`config.mk`:
```
export PLATFORM = sky130hd
export DESIGN_NAME = fp_cc_tracker
export DESIGN_NICKNAME = d
export VERILOG_FILES = /design/src/rtl/fp_cc_tracker.sv
export SDC_FILE = /design/constraint.sdc
export NUM_CORES = 1
export LEC_CHECK = 0
export CAP_MARGIN = 0
export CORE_UTILIZATION = 45
export CTS_CLUSTER_DIAMETER = 80
export DETAILED_ROUTE_END_ITERATION = 6
export GPL_ROUTABILITY_DRIVEN = 0
export PLACE_DENSITY_LB_ADDON = 0.25
export SLEW_MARGIN = 20
export SYNTH_ARGS = -nofsm -noshare
export SYNTH_HDL_FRONTEND = slang
export SYNTH_SLANG_ARGS = --single-unit
```
`constraint.sdc`:
```
create_clock -name clk -period 2.97 [get_ports clk]
set_clock_uncertainty 0.15 [all_clocks]
set_input_delay 0.7425 -clock clk [delete_from_list [all_inputs] [get_ports clk]]
set_output_delay 0.7425 -clock clk [all_outputs]
set_load 0.005 [all_outputs]
```
`src/rtl/fp_cc_tracker.sv`:
```
// FP condition-code tracker: follows in-flight compares, writes results
// into the cc register and serves hazard-checked FCC reads. Optional: FP_CC_BYPASS_EN.
module fp_cc_tracker #(
    parameter int D   = 4,
    parameter int NCC = 8
) (
    input  logic           clk,
    input  logic           reset,
    input  logic           cmp_start,
    input  logic [2:0]     cmp_cc,
    input  logic           cmp_y,
    input  logic           flush,
    input  logic           rd_req,
    input  logic [2:0]     rd_cc,
    output logic           rd_ack,
    output logic           rd_val,
    output logic [NCC-1:0] fcc,
    output logic           busy
);

    localparam int PW = $clog2(D + 1);

    logic [D-1:0]    vld;
    logic [2:0]      pcc [D];
    logic [PW-1:0]   pend [NCC];
    logic            start_ok;
    logic            done;
    logic [2:0]      done_cc;
    logic [NCC-1:0]  fcc_nx;
    logic            svc;

    assign start_ok = cmp_start & ~flush;
    assign done     = vld[D-1] & ~flush;
    assign done_cc  = pcc[D-1];
    assign busy     = |vld;

    // Next cc register value including this cycle's completing write
    always_comb begin
        fcc_nx = fcc;
        if (done)
            fcc_nx[done_cc] = cmp_y;
    end

    // Read is serviceable when no write to that cc is still in flight
    always_comb begin
        svc = (pend[rd_cc] == '0);
`ifdef FP_CC_BYPASS_EN
        if (pend[rd_cc] == PW'(1) && done && done_cc == rd_cc)
            svc = 1'b1;
`else
`endif
    end

    // Tracking pipe of {valid, cc}; last stage is the completing stage
    always_ff @(posedge clk) begin
        if (reset || flush) begin
            vld <= '0;
            for (int i = 0; i < D; i++)
                pcc[i] <= '0;
        end else begin
            vld[0] <= start_ok;
            pcc[0] <= cmp_cc;
            for (int i = 1; i < D; i++) begin
                vld[i] <= vld[i-1];
                pcc[i] <= pcc[i-1];
            end
        end
    end

    // Per-cc pending counters: +1 on accepted start, -1 on completion
    always_ff @(posedge clk) begin
        for (int c = 0; c < NCC; c++) begin
            if (reset || flush) begin
                pend[c] <= '0;
            end else begin
                if (start_ok && cmp_cc == 3'(c) && !(done && done_cc == 3'(c)))
                    pend[c] <= pend[c] + PW'(1);
                else if (done && done_cc == 3'(c) && !(start_ok && cmp_cc == 3'(c)))
                    pend[c] <= pend[c] - PW'(1);
            end
        end
    end

    // A completion must always have a matching pending count
    always_ff @(posedge clk) begin
        if (!reset && done)
            assert (pend[done_cc] != '0);
    end

    // Architectural cc register update
    always_ff @(posedge clk) begin
        if (reset)
            fcc <= '0;
        else
            fcc <= fcc_nx;
    end

    // Registered read response, one ack per serviceable request cycle
    always_ff @(posedge clk) begin
        if (reset) begin
            rd_ack <= 1'b0;
            rd_val <= 1'b0;
        end else begin
            rd_ack <= rd_req & svc;
            rd_val <= (rd_req & svc) ? fcc_nx[rd_cc] : 1'b0;
        end
    end

endmodule

```
# After elaboration in Yosys (flattened, before gate mapping)
# Memories as Yosys holds them, arrays and structs flattened.
# Index checks and enable logic that the tools add are counted.
# totals
reg_bits	14
ramBits	36
output_inout_bits	11
memories	2
# op_classes
n_addsub	16
n_lt_le_gt_ge	3
eq_ne	14
n_mux	85
bitwise_logic	25
reduce_logical	55
# memory_table
name	words	width	rd	rd_ports_with_merged_regs	write_ports	line	source
pend	8	3	9	0	8	25	logic [PW-1:0] pend [NCC];
pcc	4	3	4	0	4	24	logic [2:0] pcc [D];
# op_table
op	count
2-to-1 mux 1 bit	61
2-to-1 mux 3 bit	20
logical AND 1 bit	33
adder 3 x 1 -> 3 bit, second input constant	8
equality test 3 bit, second input constant	8
subtractor 3 x 1 -> 3 bit, second input constant	8
bitwise OR 1 bit	20
logical NOT 1 bit	16
equality test 3 x 2 -> 1 bit, second input constant	4
logical NOT 3 bit	3
bitwise mux 8 bit	1
< comparator 3 x 4 -> 1 bit, second input constant	2
2-to-1 mux 8 bit	1
equality test 3 x 1 -> 1 bit, second input constant	2
OR reduction 4 bit	1
AND 1 bit	3
binary-select mux 1 bit (select 3 bit)	1
demux 1 bit (select 3 bit)	1
>= comparator 3 x 1 -> 1 bit, second input constant	1
inverter 1 bit	2
OR reduction 2 bit	1
logical OR 1 bit	1

# Logic depth before layout (Yosys ltp)
# Gate-level depths: netlist (run 1).
# depth
depth_word	10
ltp_mapped	10
ltp_nobuf	9

# Worst setup path after synthesis (run 1)
# Ideal clock, no wire load.
# synth_path
kind	in2reg
from	in flush
to	mem pend[4][2] in the netlist's numbering, data pin
setup_ns	0.272
t_arrival_ns	2.216
setup_slack_ns	0.333
cell_stages	9
path_cell_list	and4bb_4 -> and2_4 -> a21boi_1 -> nand2_1 -> xnor2_1 -> ha_1 -> nor2_1 -> a221oi_1 -> a211oi_1
# synth_rtl
element	line	source
start, declared	12	input logic flush,
end, declared	25	

==> flow_summary.json, run 1 <==
{
  "outcome": "finished, final reports clean",
  "power_density_mw_per_mm2": 411,
  "ir_drop_v": 0.000267,
  "fin_total_pwr_w": 0.00136,
  "slew_headroom": 0.693,
  "multi_input_area_sq_mm": 0.00144,
  "drive_gt1_frac": 0.142,
  "worst_pin_slew_ns": 0.459,
  "period_needed_ns": 2.82,
  "dp_hpwl_um": 4340,
  "post_cts_resized": 0,
  "num_io_pins": 23,
  "holdCritPathClass": "register to register",
  "grt_max_degree": 25,
  "maxCapViolations": 0,
  "endpoint_kind": "register",
  "rsz0062_at_grt": "no",
  "cts.hold.buffers_added": 0,
  "clock_sinks": 50,
  "drt_pre_antenna_iters": 4,
  "post_cts_buffers": 0,
  "path_class": "input pin to register",
  "synth_area_sq_mm": 0.00282,
  "synth_warnings": 0,
  "fin_cells": 393,
  "synth_nets": 310,
  "clk_path_buf_depth": 2,
  "drt_iter0_drc": 102,
  "die_h_um": 81.2,
  "rows": 28,
  "start_util": 0.471,
  "diodes": 0,
  "grt_pass1_wl_um": 9560,
  "synthArstFlopShare": 0,
  "path_clk_slew_ns": 0.09,
  "synth_top_cell_area_share": 0.255,
  "first_global_vias": 1971,
  "vias_per_cell": 5.51,
  "ys_top_cells_by_area": "edfxtp_1 (26%), dfxtp_1 (18%), ha_1 (6.7%)",
  "synthCells": 283,
  "numCtsBuffers": 5,
  "dpl.cell_count": 385,
  "synth_edf_count": 24,
  "port_buffers": 22,
  "antenna_left": 0,
  "arrival_ns": 2.72,
  "seq_area_sq_mm": 0.00124,
  "finalNetCount": 344,
  "dr_total_vias": 2165,
  "final_common_cell": "nor2_1",
  "post-route-period-util": 0.950,
  "die_w_um": 81.2,
  "power_leakage_nw": 1.24,
  "cp_data_required_time_ns": 2.87,
  "worst_slack_ns": 0.148,
  "clock.fmax_mhz": 354,
  "finalSetupTns_ns": 0,
  "nFillCells": 532,
  "drc": 0,
  "antenna_found_initial": 0,
  "layout_common_cells": "nor2_1 (28), dfxtp_1 (26), edfxtp_1 (24)",
  "ys.flop_type": "dfxtp_1",
  "wl_um": 5850,
  "post_drt_wl_per_cell_um": 14.9,
  "core_area_sq_mm": 0.00599,
  "critPathMaxFanout": 4,
  "ys_types": 58,
  "dpl_worst_slack_ns": -0.172,
  "grt.total_usage": 0.196,
  "cts.htree.levels": 2,
  "start_kind": "input pin",
  "finalSetupViolations": 0,
  "syn_area_per_cell_sq_um": 9.97,
  "syn_to_final_growth_pct": 17.2,
  "yosysTopAreaCell": "edfxtp_1",
  "grt_overflow": 0,
  "yosysSeqAreaShare": 0.440,
  "cts-root-buf": "clkbuf_8",
  "hold_viol_final": 0,
  "slew_viol_final": 0,
  "fin_hold_ws_ns": 0.282,
  "clkLatencyLatePin_ns": 0.31,
  "cts_tree": "done",
  "ys_ff_latch": 50,
  "die-area_sq_mm": 0.00659
}
[per-layer routing]
layer	vias to the layer above	GRT usage	wire (um)
met2	26	0.314	2740
met4	0	0.0750	112
li1	1094	-	-
met3	8	0.0371	160
met5	-	0	0
met1	1037	0.260	2830
[critical path, stage by stage]
cell	delay (ns)
clkdlybuf4s50_1	0.45
and4bb_4	0.35
and2_4	0.14
a21boi_1	0.21
nand2_1	0.10
xnor2_1	0.15
ha_1	0.21
nor2_1	0.06
a221oi_1	0.24
a211oi_1	0.08
[sequential cells by signal, indices dropped and copies added, names as in the netlist]
register  flops
fcc           8
pcc          12
pend         24
rd_ack        1
rd_val        1
vld           4
[synthesized netlist by cell type, types with 3 or more instances]
master,instances
nor4_1,4
and2_1,15
a221oi_1,7
dfxtp_1,26
edfxtp_1,24
nand3_1,3
nor4b_1,4
mux2i_1,11
nor2_1,28
nand2_1,18
a311oi_1,7
nor3_1,11
clkbuf_1,8
o21ai_0,5
nand2b_1,14
a21oi_1,10
inv_1,20
nor2b_1,3
ha_1,15
[power by group]
part	switching (W)	internal [W]	leakage, nW	total [W]
Combinational	0.0000771	0.0000678	0.701	0.000145
Sequential	0.0000176	0.000743	0.478	0.000761
Clock	0.000236	0.000218	0.0572	0.000455
[cell families after synthesis]
family / after synthesis / share of synthesized area
AO/OA/AOI/OAI: 46 / 0.133
AND/OR/NAND/NOR: 126 / 0.263
multiplexers: 11 / 0.0390
adder cells (fa/ha/maj): 15 / 0.0665
buffers and inverters: 32 / 0.0488
XOR/XNOR: 3 / 0.00931
flip-flops: 50 / 0.440
[through the flow]
step	util	instance area (sq um)
finish	0.552	3310
global route	0.552	3310
CTS	0.552	3310
detailed placement	0.534	3200
global placement	0.534	3200
floorplan	-	2820
[layout make-up]
| type | count | area share |
|---|---|---|
| multi-input combinational | 201 | 0.436 |
| sequential | 50 | 0.375 |
| timing repair buffer | 39 | 0.105 |
| clock buffer | 6 | 0.0284 |
| tap | 75 | 0.0284 |
| inverter | 20 | 0.0227 |
| clock inverter | 2 | 0.00378 |
[final timing paths]
| kind | startpoint | to | slack, ns | cells past startpoint |
|---|---|---|---|---|
| worst max register to register | pcc[0][9] | pend[4][2] | 0.60 | 9 |
| worst max-delay path | flush | pend[4][2] | 0.15 | 10 |
| worst min register to register | pcc[0][8] | pcc[0][11] | 0.28 | 1 |
| worst min-delay path | pcc[0][8] | pcc[0][11] | 0.28 | 1 |
Power figures use the tool's default switching activity.
==> run 2, diff against run 1 <==
- PLACE_DENSITY: not set -> 0.64
- PLACE_DENSITY_LB_ADDON: 0.25 -> not set
==> run 2 against run 1 <==
Hold slack improved by 0.0037 ns. Power is 2.2% lower. Register-to-register slack gained 0.03 ns. Count of clock-buffer cells in the layout fell by 1. Highest routed layer unchanged.
==> flow_summary.json, run 2 (synthesis gave the netlist of run 1 again) <==
{
  "outcome": "finished, final reports clean",
  "cts.htree.levels": 2,
  "finalSetupViolations": 0,
  "met2_length_um": 2850,
  "crit_path_start": "flush",
  "wl_met3_um": 270,
  "ir_drop_v": 0.000281,
  "holdCritPathClass": "register to register",
  "placed_area_sq_mm": 0.00319,
  "clk_path_buf_depth": 2,
  "maxUsedRoutingLayer": "met4",
  "dp_hpwl_um": 4540,
  "combPwrFrac": 0.109,
  "num_io_pins": 23,
  "rows": 28,
  "fin_hold_ws_ns": 0.285,
  "postLayoutCellArea_sq_mm": 0.00329,
  "antenna_left": 0,
  "largest_reg_flops": 24,
  "first_global_vias": 2145,
  "ff2ff_setup_slack_ns": 0.63,
  "die-area_sq_mm": 0.00659,
  "layout_common_cells": "nor2_1 (28), dfxtp_1 (26), edfxtp_1 (24)",
  "die_w_um": 81.2,
  "dr_total_vias": 2170,
  "antenna_found_initial": 0,
  "cts-root-buf": "clkbuf_8",
  "diodes": 0,
  "die_h_um": 81.2,
  "wl_um": 6020,
  "start_kind": "input pin",
  "clock_sinks": 50,
  "pwr-share-seq": 0.572,
  "core_area_sq_mm": 0.00599,
  "grt.total_usage": 0.207,
  "slew_viol_final": 0,
  "switching_share": 0.259,
  "endpoint_kind": "register",
  "dpl.cell_count": 384,
  "grt_max_degree": 25,
  "reg2regPathDepth": 9,
  "drt_iter0_drc": 98,
  "arrival_ns": 2.70,
  "power_leakage_nw": 1.22,
  "drive_gt1_frac": 0.142,
  "cts.hold.buffers_added": 0,
  "power_density_mw_per_mm2": 404,
  "maxCapViolations": 0,
  "rsz0062_at_grt": "no",
  "syn_to_final_growth_pct": 16.7,
  "finalNetCount": 343,
  "grt_overflow": 0,
  "critPathMaxFanout": 4,
  "largest_registers": "pend: 24 flops, pcc: 12 flops, fcc: 8 flops",
  "worst_slack_ns": 0.176,
  "clockPowerShare": 0.319,
  "clock.fmax_mhz": 358,
  "dpl_worst_slack_ns": -0.151,
  "grt_pass1_wl_um": 10200,
  "max_flop_register": "pend",
  "slew_headroom": 0.713,
  "drc": 0,
  "power.net_switching_w": 0.000345,
  "fin_total_pwr_w": 0.00133,
  "drt_pre_antenna_iters": 4,
  "r2r-start": "pcc[0][9]",
  "hold_viol_final": 0,
  "cts_tree": "done",
  "worst_pin_slew_ns": 0.429,
  "start_util": 0.471,
  "port_buffers": 22,
  "intPower_w": 0.000985,
  "clkLatencyLatePin_ns": 0.31,
  "post_drt_wl_per_cell_um": 15.3,
  "path_class": "input pin to register",
  "cp_data_required_time_ns": 2.88,
  "crit_path_end": "pend[4][2]",
  "vias_per_cell": 5.54,
  "fin_cells": 392,
  "final_common_cell": "nor2_1",
  "wl_met1_um": 2810,
  "period_needed_ns": 2.79,
  "reg2reg_to": "pend[4][2]",
  "numCtsBuffers": 5,
  "path_clk_slew_ns": 0.10,
  "post-route-period-util": 0.941
}
==> run 2: cell types whose count changed in the layout (fill, tap and decap cells not counted), sizes merged <==
cell / delta
clkbuf: -1
buf: -1
inv: +1
==> run 2: timing repair <==
action                                  in CTS  in global routing
endpoints found under the hold margin        0                  0
buffers inserted                             0                  0
gates resized for setup                      0                  1
endpoints found under the setup margin       0                  1
==> run 2: stage by stage <==
stage          utilization  TNS, ns
2_1_floorplan            -        0
3_3_place_gp         0.533  -0.0601
3_5_place_dp         0.533   -0.170
4_1_cts              0.549        0
5_1_grt              0.549        0
6_report             0.549        0
==> run 2: power by group through the flow <==
stage                     Sequential [W]  Combinational [W]  Clock, W
after floorplan                 0.000771          0.0000882         0
after global placement          0.000776           0.000143         0
after detailed placement        0.000777           0.000145         0
after CTS                       0.000761           0.000146  0.000433
after global routing            0.000764           0.000163  0.000458
final                           0.000761           0.000145  0.000425
==> run 2: cell type report <==
class	count	area, sq um
Inverter	20	75.1
Timing Repair Buffer	38	340
Fill cell	549	2700
Clock buffer	5	68.8
Clock inverter	3	26.3
Tap cell	75	93.8
Multi-Input combinational cell	201	1450
Sequential cell	50	1240
==> run 2: how the worst min path moves through the flow <==
stage	startpoint	to	slack, ns	cells past startpoint
2_1_floorplan	pcc[0][7]	pcc[0][10]	0.26	1
6_report	pcc[0][8]	pcc[0][11]	0.29	1
4_1_cts	pcc[0][8]	pcc[0][11]	0.28	1
3_3_place_gp	pcc[0][2]	pcc[0][5]	0.26	1
5_1_grt	pcc[0][0]	pcc[0][3]	0.32	1
3_5_place_dp	pcc[0][8]	pcc[0][11]	0.26	1
==> run 2: worst max-delay path: stages <==
cell and delay, ns:
clkdlybuf4s50_1 0.45, and4bb_4 0.36, and2_4 0.14, a21boi_2 0.17, nand2_1 0.08, xnor2_1 0.14
ha_1 0.21, nor2_1 0.07, a221oi_1 0.24, a211oi_1 0.08
==> run 2: per-layer routing <==
metal,track usage,vias up
met2,0.355,46
met5,0,-
li1,-,1082
met1,0.263,1031
met4,0.0500,0
met3,0.0472,11
==> run 3, diff against run 2 <==
- CORE_UTILIZATION: 45 -> 50
- PLACE_DENSITY: 0.64 -> 0.7
==> run 3 against run 2 <==
Fmax rose by 1.7%. Sequential share of layout area fell by 0.11 points. Final cell count fell by 0.51%. Largest cell class unchanged. Register-to-register slack improved by 0.05 ns. Die area fell by 9.8%.
==> flow_summary.json, run 3 (synthesis gave the netlist of run 1 again) <==
{
  "outcome": "finished, final reports clean",
  "switching_share": 0.256,
  "largest_reg_flops": 24,
  "seq_area_sq_mm": 0.00124,
  "path_cells": "clkdlybuf4s50_1 -> and4bb_4 -> and2_4 -> a21boi_2 -> nand2_1 -> xnor2_1 -> ha_1 -> nor2_1 -> a221oi_1 -> a211oi_1",
  "rows": 26,
  "cp_top_family": "simple AND/OR/NAND/NOR gates",
  "pwr-share-seq": 0.579,
  "wl_um": 5930,
  "drt_pre_antenna_iters": 4,
  "clock.fmax_mhz": 364,
  "die_h_um": 77.1,
  "grt_overflow": 0,
  "power_leakage_nw": 1.24,
  "period_needed_ns": 2.75,
  "port_buffers": 22,
  "num_io_pins": 23,
  "clkLatencyLatePin_ns": 0.31,
  "dp_hpwl_um": 4470,
  "cts.htree.levels": 2,
  "start_kind": "input pin",
  "arrival_ns": 2.66,
  "max_stage_delay_ns": 0.44,
  "clk_path_buf_depth": 2,
  "r2r-start": "pcc[0][9]",
  "first_global_vias": 2037,
  "placed_area_sq_mm": 0.00321,
  "worstHoldPathCells": 1,
  "max_flop_register": "pend",
  "combPwrFrac": 0.111,
  "endpoint_kind": "register",
  "clockPowerShare": 0.310,
  "drt_iter0_drc": 96,
  "rsz0062_at_grt": "no",
  "critPathMaxFanout": 4,
  "start_util": 0.535,
  "nFillCells": 483,
  "clock_sinks": 50,
  "vias_per_cell": 5.62,
  "fin_hold_ws_ns": 0.284,
  "cpMaxStageDelayCell": "clkdlybuf4s50_1",
  "fin_total_pwr_w": 0.00131,
  "hp-start": "pcc[0][4]",
  "maxCapViolations": 0,
  "numCtsBuffers": 5,
  "slew_viol_final": 0,
  "intPower_w": 0.000978,
  "layout_common_cells": "nor2_1 (28), dfxtp_1 (26), edfxtp_1 (24)",
  "die-area_sq_mm": 0.00595,
  "path_class": "input pin to register",
  "cts.hold.buffers_added": 0,
  "grt_max_degree": 25,
  "final_util": 0.627,
  "cp_data_required_time_ns": 2.88,
  "postLayoutCellArea_sq_mm": 0.00330,
  "min_to": "pcc[0][7]",
  "antenna_found_initial": 0,
  "final_common_cell": "nor2_1",
  "slew_headroom": 0.704,
  "post_drt_wl_per_cell_um": 15.2,
  "dpl.cell_count": 382,
  "ir_drop_v": 0.000264,
  "largest_registers": "pend: 24 flops, pcc: 12 flops, fcc: 8 flops",
  "worst_pin_slew_ns": 0.443,
  "dr_total_vias": 2192,
  "drc": 0,
  "syn_to_final_growth_pct": 17.0,
  "critPathBufInv": 1,
  "multi_input_area_sq_mm": 0.00145,
  "finalNetCount": 346,
  "die_w_um": 77.1,
  "grt_pass1_wl_um": 10000,
  "grt.total_usage": 0.221,
  "reg2regPathDepth": 9,
  "hold_viol_final": 0,
  "ff2ff_setup_slack_ns": 0.68,
  "fin_cells": 390,
  "holdCritPathClass": "register to register",
  "diodes": 0,
  "drive_gt1_frac": 0.150,
  "power.net_switching_w": 0.000336,
  "antenna_left": 0,
  "cts-root-buf": "clkbuf_8",
  "power_density_mw_per_mm2": 398,
  "core_area_sq_mm": 0.00527,
  "post-route-period-util": 0.925,
  "reg2reg_to": "pend[4][2]",
  "cts_tree": "done",
  "finalSetupViolations": 0,
  "path_clk_slew_ns": 0.09
}
run 3: power groups by stage:
stage                     Combinational [W]  Sequential (W)  Clock (W)
after global placement             0.000144        0.000776          0
final                              0.000146        0.000761   0.000407
after floorplan                   0.0000882        0.000771          0
after global routing               0.000161        0.000765   0.000450
after CTS                          0.000147        0.000761   0.000418
after detailed placement           0.000146        0.000777          0
run 3: routing by layer:
layer / up-vias / wire length, um / global-route usage
li1: 1085 / - / -
met5: - / 0 / 0
met3: 5 / 218 / 0.0405
met4: 0 / 84 / 0.0736
met1: 1068 / 2880 / 0.304
met2: 34 / 2750 / 0.347
run 3: timing repair:
action,4_1_cts,5_1_grt
endpoints found under the setup margin,0,1
buffers inserted,0,0
resized for setup,0,1
run 3: cell type report:
class                   instances  share of cell area
multi-input cells             201               0.438
flip-flops and latches         50               0.376
repair buffers                 41               0.110
well taps                      70              0.0265
inverters                      20              0.0227
clock buffers                   5              0.0208
clock inverters                 3             0.00606
run 3: how the worst max path moves through the flow:
stage               startpoint    endpoint  slack, ns  depth (start not counted)
floorplan                flush  pend[4][2]       0.33                          9
global placement         flush  pend[4][2]      -0.08                         10
detailed placement       flush  pend[4][2]      -0.15                         10
CTS                      flush  pend[4][2]       0.18                         10
global route             flush  pend[4][2]       0.03                         10
finish                   flush  pend[4][2]       0.22                         10
run 3: through the flow:
step / setup TNS, ns / setup slack, ns
after floorplan: 0 / 0.333
after global placement: -0.0765 / -0.0765
after detailed placement: -0.151 / -0.151
after CTS: 0 / 0.180
after global routing: 0 / 0.0287
final: 0 / 0.223
